==> src/rtl/clock_divider_prog_if.sv <==
// Control/status bundle for the programmable clock divider.
// The master drives enable/load/config; the slave returns the divided outputs.
interface clock_divider_prog_if #(
  parameter int CNT_W = 25
);
  logic             enable;
  logic             load;
  logic [CNT_W-1:0] period;
  logic [CNT_W-1:0] high_time;
  logic             clk_out;
  logic             tick;
  logic [CNT_W-1:0] count;
  logic             cfg_err;

  modport master (
    output enable, load, period, high_time,
    input  clk_out, tick, count, cfg_err
  );

  modport slave (
    input  enable, load, period, high_time,
    output clk_out, tick, count, cfg_err
  );
endinterface

==> src/rtl/clock_divider_prog.sv <==
// Programmable enable-gated clock divider: registered square wave plus a one-cycle tick.
// A new period/high time is staged in shadow registers and only takes effect at a wrap.
module clock_divider_prog #(
  parameter int CNT_W      = 25,
  parameter int DIV_RESET  = 500000,
  parameter int HIGH_RESET = 250000
) (
  input  logic                clk,
  input  logic                reset,
  clock_divider_prog_if.slave bus
);
  localparam logic [CNT_W-1:0] DIV_R  = CNT_W'(DIV_RESET);
  localparam logic [CNT_W-1:0] HIGH_R = CNT_W'(HIGH_RESET);

  logic [CNT_W-1:0] count_q, count_nxt;
  logic [CNT_W-1:0] period_a, high_a, high_nxt;
  logic [CNT_W-1:0] period_s, high_s;
  logic             pending, clk_out_q, tick_q, cfg_err_q;
  logic             wrap, cfg_ok, apply;

  always_comb begin
    wrap      = (count_q == period_a - CNT_W'(1));
    cfg_ok    = (bus.period >= CNT_W'(2)) && (bus.high_time != '0) &&
                (bus.high_time < bus.period);
    // Only a config already pending before this edge may be applied at this wrap.
    apply     = bus.enable && wrap && pending;
    count_nxt = wrap ? '0 : count_q + CNT_W'(1);
    high_nxt  = apply ? high_s : high_a;
  end

  always_ff @(posedge clk) begin
    if (reset) begin
      count_q   <= '0;
      clk_out_q <= 1'b0;
      tick_q    <= 1'b0;
      cfg_err_q <= 1'b0;
      period_a  <= DIV_R;
      high_a    <= HIGH_R;
      period_s  <= DIV_R;
      high_s    <= HIGH_R;
      pending   <= 1'b0;
    end else begin
      tick_q    <= bus.enable && wrap;
      cfg_err_q <= bus.load && !cfg_ok;
      if (bus.enable) begin
        count_q   <= count_nxt;
        clk_out_q <= (count_nxt < high_nxt);
        if (apply) begin
          period_a <= period_s;
          high_a   <= high_s;
        end
      end
      if (bus.load && cfg_ok) begin
        period_s <= bus.period;
        high_s   <= bus.high_time;
        pending  <= 1'b1;
      end else if (apply) begin
        pending  <= 1'b0;
      end
    end
  end

  assign bus.count   = count_q;
  assign bus.clk_out = clk_out_q;
  assign bus.tick    = tick_q;
  assign bus.cfg_err = cfg_err_q;
endmodule
==> src/flat_wrapper.sv <==
// flat-port wrapper written by rule: the top's interface ports become plain ports
module clock_divider_prog_flat 
#(
  parameter int CNT_W      = 25,
  parameter int DIV_RESET  = 500000,
  parameter int HIGH_RESET = 250000
)
  (clk, reset, bus_enable, bus_load, bus_period, bus_high_time, bus_clk_out, bus_tick, bus_count, bus_cfg_err);
  clock_divider_prog_if #(.CNT_W(CNT_W)) bus_i ();
  input  logic clk;
  input  logic reset;
  input wire logic [$bits(bus_i.enable)-1:0] bus_enable;
  input wire logic [$bits(bus_i.load)-1:0] bus_load;
  input wire logic [$bits(bus_i.period)-1:0] bus_period;
  input wire logic [$bits(bus_i.high_time)-1:0] bus_high_time;
  output wire logic [$bits(bus_i.clk_out)-1:0] bus_clk_out;
  output wire logic [$bits(bus_i.tick)-1:0] bus_tick;
  output wire logic [$bits(bus_i.count)-1:0] bus_count;
  output wire logic [$bits(bus_i.cfg_err)-1:0] bus_cfg_err;
  assign bus_i.enable = bus_enable;
  assign bus_i.load = bus_load;
  assign bus_i.period = bus_period;
  assign bus_i.high_time = bus_high_time;
  assign bus_clk_out = bus_i.clk_out;
  assign bus_tick = bus_i.tick;
  assign bus_count = bus_i.count;
  assign bus_cfg_err = bus_i.cfg_err;
  clock_divider_prog #(.CNT_W(CNT_W), .DIV_RESET(DIV_RESET), .HIGH_RESET(HIGH_RESET)) u_core (.clk(clk), .reset(reset), .bus(bus_i));
endmodule
==> config.mk <==
export PLATFORM = sky130hd
export DESIGN_NAME = clock_divider_prog_flat
export DESIGN_NICKNAME = d
export VERILOG_FILES = /design/src/rtl/clock_divider_prog_if.sv /design/src/rtl/clock_divider_prog.sv /design/src/flat_wrapper.sv
export SDC_FILE = /design/constraint.sdc
export NUM_CORES = 1
export LEC_CHECK = 0
export CAP_MARGIN = 20
export CORE_UTILIZATION = 55
export DETAILED_ROUTE_END_ITERATION = 8
export PLACE_DENSITY_LB_ADDON = 0.25
export SETUP_SLACK_MARGIN = 0.02
export SYNTH_ARGS = -nofsm -noshare
export SYNTH_HDL_FRONTEND = slang
export SYNTH_SLANG_ARGS = --single-unit
==> constraint.sdc <==
create_clock -name clk -period 6.1 [get_ports clk]
set_input_delay 0.61 -clock clk [delete_from_list [all_inputs] [get_ports clk]]
set_output_delay 0.61 -clock clk [all_outputs]
set_load 0.005 [all_outputs]
Yosys cells after proc, flatten, opt, wreduce, memory -nomap -nowiden:

Index checks and enable logic that the tools add are counted.

* $add $sub $neg: 2
* magnitude comparators: 3
* eq/ne operators: 1
* mux-type cells: 4
* reductions and logical operators: 10

Operators by type and width (count)
* $lt 25x25->1: 2
* $mux 25: 2
* $add 25x1->25 const B: 1
* $eq 25x25->1: 1
* $ge 25x2->1 const B: 1
* $reduce_bool 25->1: 1
* $sub 25x1->25 const B: 1
* $logic_and 1x1->1: 6
* $mux 1: 2
* $reduce_and 2->1: 1
* $reduce_bool 2->1: 1
* $logic_not 1->1: 1

* register bits after elaboration: 129
* bits of input ports: 54
* output and inout port bits: 28
* word-level logic and storage cells: 29

Depth between registers and ports, before layout:

* word-level depth: 6
* mapped depth: 21
* mapped depth without buffers: 19

Least setup slack after synthesis:

No wires, ideal clock.

* kind: reg-to-reg
* from: reg u_core.period_a[0]
* to: reg u_core.clk_out_q (netlist: u_core.bus.clk_out)
* setup time: 0.120 ns
* data arrival time: 4.361 ns
* data required time: 5.980 ns
* slack: 1.620 ns
* stages on the path, launching flop included: 22
* path buffers: 2
* cell sequence: dfxtp_1 > inv_1 > ha_1 > or4b_2 > nor4_2 > and4b_1 > nor4_1 > mux2i_1 > and4_1 > buf_6 > buf_2 > nand4_1 > and2_1 > ha_1 > nand2_1 > nor3_1 > nand3_1 > or4_1 > nor2_1 > o31ai_1 > and2_1 > o2bb2ai_1

* longest elaborated chain between the ends: 6
* elaborated cells on any way between the ends: 7

RTL lines
* start, declared: line clock_divider_prog.sv:16 `logic [CNT_W-1:0] period_a, high_a, high_nxt;`
* start signal, assigned: line clock_divider_prog.sv:49 `period_a <= period_s;`
* $sub 25x1->25 (*): line clock_divider_prog.sv:22 `wrap = (count_q == period_a - CNT_W'(1));`
* $eq 25x25->1 (*): line clock_divider_prog.sv:22
* $logic_and 1x1->1 (2 in series): line clock_divider_prog.sv:26 `apply = bus.enable && wrap && pending;`
* $mux 25
* $lt 25x25->1 (*): line clock_divider_prog.sv:47 `clk_out_q <= (count_nxt < high_nxt);`
* end signal, assigned: line clock_divider_prog.sv:47
* end, declared: line clock_divider_prog.sv:18 `logic pending, clk_out_q, tick_q, cfg_err_q;`

Mark *: on every way between the ends. The rest lies on a longest branch, timed or not.
A chain may end at the register's enable or synchronous reset.

Worst setup path after layout:

* from: reg u_core.period_a[3]
* to: reg u_core.clk_out_q (netlist: u_core.bus.clk_out)

The elaborated chain is that of the path after synthesis.

==> metrics.yaml <==
place:
  place_hpwl_mm: 15.5
  port_buffers: 81
  dpl.cell_count: 1184
  routabilityCongestion: 0.957
clock_network:
  cts_hold_buffers: 0
  cts_tree: "built"
  ctsResizeCount: 0
  worstSkewPairLatency_ns: 0.43
  htreeDepth: 4
  post-cts-setup-buffer-count: 0
  root_buffer: "clkbuf_16"
  cts_buffers: 17
  clk_pin_slew_ns: 0.06
  clockBufferDepth: 2
  cts_sinks: 129
sta:
  period_needed_ns: 5.42
  relSlewSlack_pct: 26.2
  timing.final.crit_share_pct: 88.9
  hold_viol_final: 0
  skew_ns: 0.0103
  worst_pin_slew_ns: 1.11
  fmax_ghz: 0.185
  grt_setup_unrepaired: "false"
  finalSetupViolCount: 0
  slew_viol_final: 0
  setup_tns_ns: 0
global_route:
  use_met2_pct: 46.4
  grt_pass1_wl_mm: 35.0
  grt_max_degree: 103
  grt_usage_pct: 30.7
  use_met1_pct: 43.2
  grt_antenna_before_repair: 0
  busiest_layer: "met2"
  grt_pass1_vias: 6695
  gr-total-overflow: 0
  grt.met3_usage_pct: 4.23
drt:
  vias_per_cell: 6.24
  ant_nets: 0
  avgRoutedWirePerCell_um: 18.2
  drt_iter0_drc: 912
  vias: 7581
  routed_wl_mm: 22.1
  drcViolationCount: 0
  first_pass_iters: 6
final_layout:
  layout.cells.non_filler: 1215
  drive_gt1_share_pct: 5.31
  finish.utilization_pct: 66.7
  antenna_cells: 0
  nets: 1127
  area_growth_pct: 18.2
pwr:
  power.leakage_nw: 3.52
  power_density_nw_per_um2: 229
  ir_worst_vdd_mv: 0.174
critical_path:
  endpoint_kind: "flip-flop"
  rrSetupSlack_ns: 0.68
  critPathSlowestCell: "nor4_2"
  crit_family: "compound AO/OA/AOI/OAI gates"
  path_max_fanout: 23
  critical_path.most_common_cell: "o211ai_1"
  path_cells: "nor4_2, nand2_1, o311ai_0, o211ai_1, nor4_1, nand4_1, buf_4, o21ai_0, and2_1, ha_1, a21o_1, a21oi_1, o21a_1, o221ai_1, a211oi_1, o211ai_1, o2bb2ai_1"
  cp-start-kind: "flip-flop"
  path_class: "flip-flop to flip-flop"
  path_depth: 17
  cp.buffers_inverters: 1
  r2r_cells: 17
  max_stage_delay_ns: 0.66
  cp.required_ns: 6.45
  r2r-end: "u_core.bus.clk_out"
  r2r-start: "u_core.period_a[3]"
  crit_arrival_ns: 5.77
yosys:
  yosys_warnings: 0
  synth_area_per_cell_um2: 7.98
  netlist_area_um2: 7830
  yosys.area.top_type: "dfxtp_1"
  synth_edf_count: 0
  yosysUniqueCellTypes: 57
  synth_seq_area_share_pct: 33.0
  synth_cells: 981
  synth_most_common_cell: "dfxtp_1"
  synth_flop_cell: "dfxtp_1"
  synth_top_area_share_pct: 33.0
  synth_area_leaders: "dfxtp_1, ha_1, nand4_1, mux2i_1, nor2_1"
  synth_common_cells: "dfxtp_1, nor2_1, nand4_1, a21oi_1, o21ai_0"
  async_flop_share_pct: 0
  syn_nets: 1085
  synth-seq-cells: 129
floorplanning:
  fp-row-count: 43
  start_util_pct: 56.4
  core_um2: 13900
  floorplan.die_area_um2: 14700
  die_h_um: 121
  ioPinCount: 82
  die_w_um: 121
worst_hold_path:
  hold_path_class: "flip-flop to flip-flop"
  whs_path_depth: 2
  holdPathEnd: "u_core.high_a[6]"
  hp-start: "u_core.high_a[6]"
flow_run:
  maxCapViolCount: 0
outcome:
  status: "finished clean"
-- how the worst max path moves through the flow --
stage / start / endpoint
floorplan: u_core.period_a[0] / u_core.bus.clk_out
global placement: u_core.period_a[0] / u_core.bus.clk_out
detailed placement: u_core.period_a[0] / u_core.bus.clk_out
CTS: u_core.period_a[0] / u_core.bus.clk_out
global route: u_core.period_a[3] / u_core.bus.clk_out
finish: u_core.period_a[3] / u_core.bus.clk_out
-- metal layers --
layer,wire (um),vias up
li1,-,3635
met5,0,-
met4,732,0
met1,10200,3519
met3,1550,58
met2,9590,369
-- logic make-up (layout without fill, tap and decap cells) --
logic type	count (synthesis)	count (layout)	share of synthesized area, %
muxes	40	40	5.11
and+or+nand+nor	406	406	27.4
AOI/OAI and AO/OA	196	196	14.8
adders and majority gates	50	50	7.99
DFF	129	129	33.0
buffers and inverters	104	158	5.43
xor gates and xnor gates	56	56	6.26
-- layout by cell type (no fill, tap or decap), types with 5 or more instances in the layout --
| cell type | instances |
|---|---|
| and2_1 | 29 |
| a21oi_1 | 65 |
| or4_1 | 6 |
| a31oi_1 | 14 |
| clkdlybuf4s50_1 | 79 |
| or3_1 | 7 |
| a21o_1 | 12 |
| nor2b_1 | 16 |
| xnor2_1 | 34 |
| buf_4 | 14 |
| xor2_1 | 22 |
| dfxtp_1 | 129 |
| nand3_1 | 36 |
| nand2_1 | 43 |
| a211oi_1 | 5 |
| nand4_1 | 68 |
| nor4_1 | 24 |
| o21ai_0 | 59 |
| o21a_1 | 12 |
| nor2_1 | 106 |
| ha_1 | 50 |
| clkbuf_16 | 17 |
| inv_1 | 32 |
| nor3_1 | 34 |
| mux2i_1 | 40 |
| and3_1 | 10 |
-- worst min-delay path: stages, from the launching register on --
cell and delay [ns]:
dfxtp_1 0.29, o21ai_0 0.08, a21oi_1 0.06
-- where the power goes --
part           internal [mW]  switching [mW]  total [mW]
Sequential             0.868          0.0183       0.887
Combinational         0.0861           0.117       0.203
Clock                  0.643           0.386        1.03
-- state kept, by name, indices dropped and copies added (netlist names) --
signal / flops
u_core.bus.cfg_err: 1
u_core.bus.clk_out: 1
u_core.bus.count: 25
u_core.bus.tick: 1
u_core.high_a: 25
u_core.high_s: 25
u_core.pending: 1
u_core.period_a: 25
u_core.period_s: 25
-- layout make-up --
cell class              count  area (um^2)
clock inverters             8          103
clock buffers              23          488
flip-flops and latches    129         2580
inverters                  33          124
repair buffers             94          901
multi-input cells         748         4830
well taps                 180          225
fillers                  1161         4620
-- stage by stage --
stage               cell area, um^2  power, mW  hold WS, ns  setup WS [ns]
finish                         9260       2.12        0.482          0.680
global route                   9260       2.18        0.498          0.337
floorplan                      7830       1.02        0.450           1.62
detailed placement             8670       1.10        0.475          0.786
CTS                            9260       2.12        0.483          0.756
global placement               8670       1.10        0.466          0.911
Power figures use the tool's default switching activity.
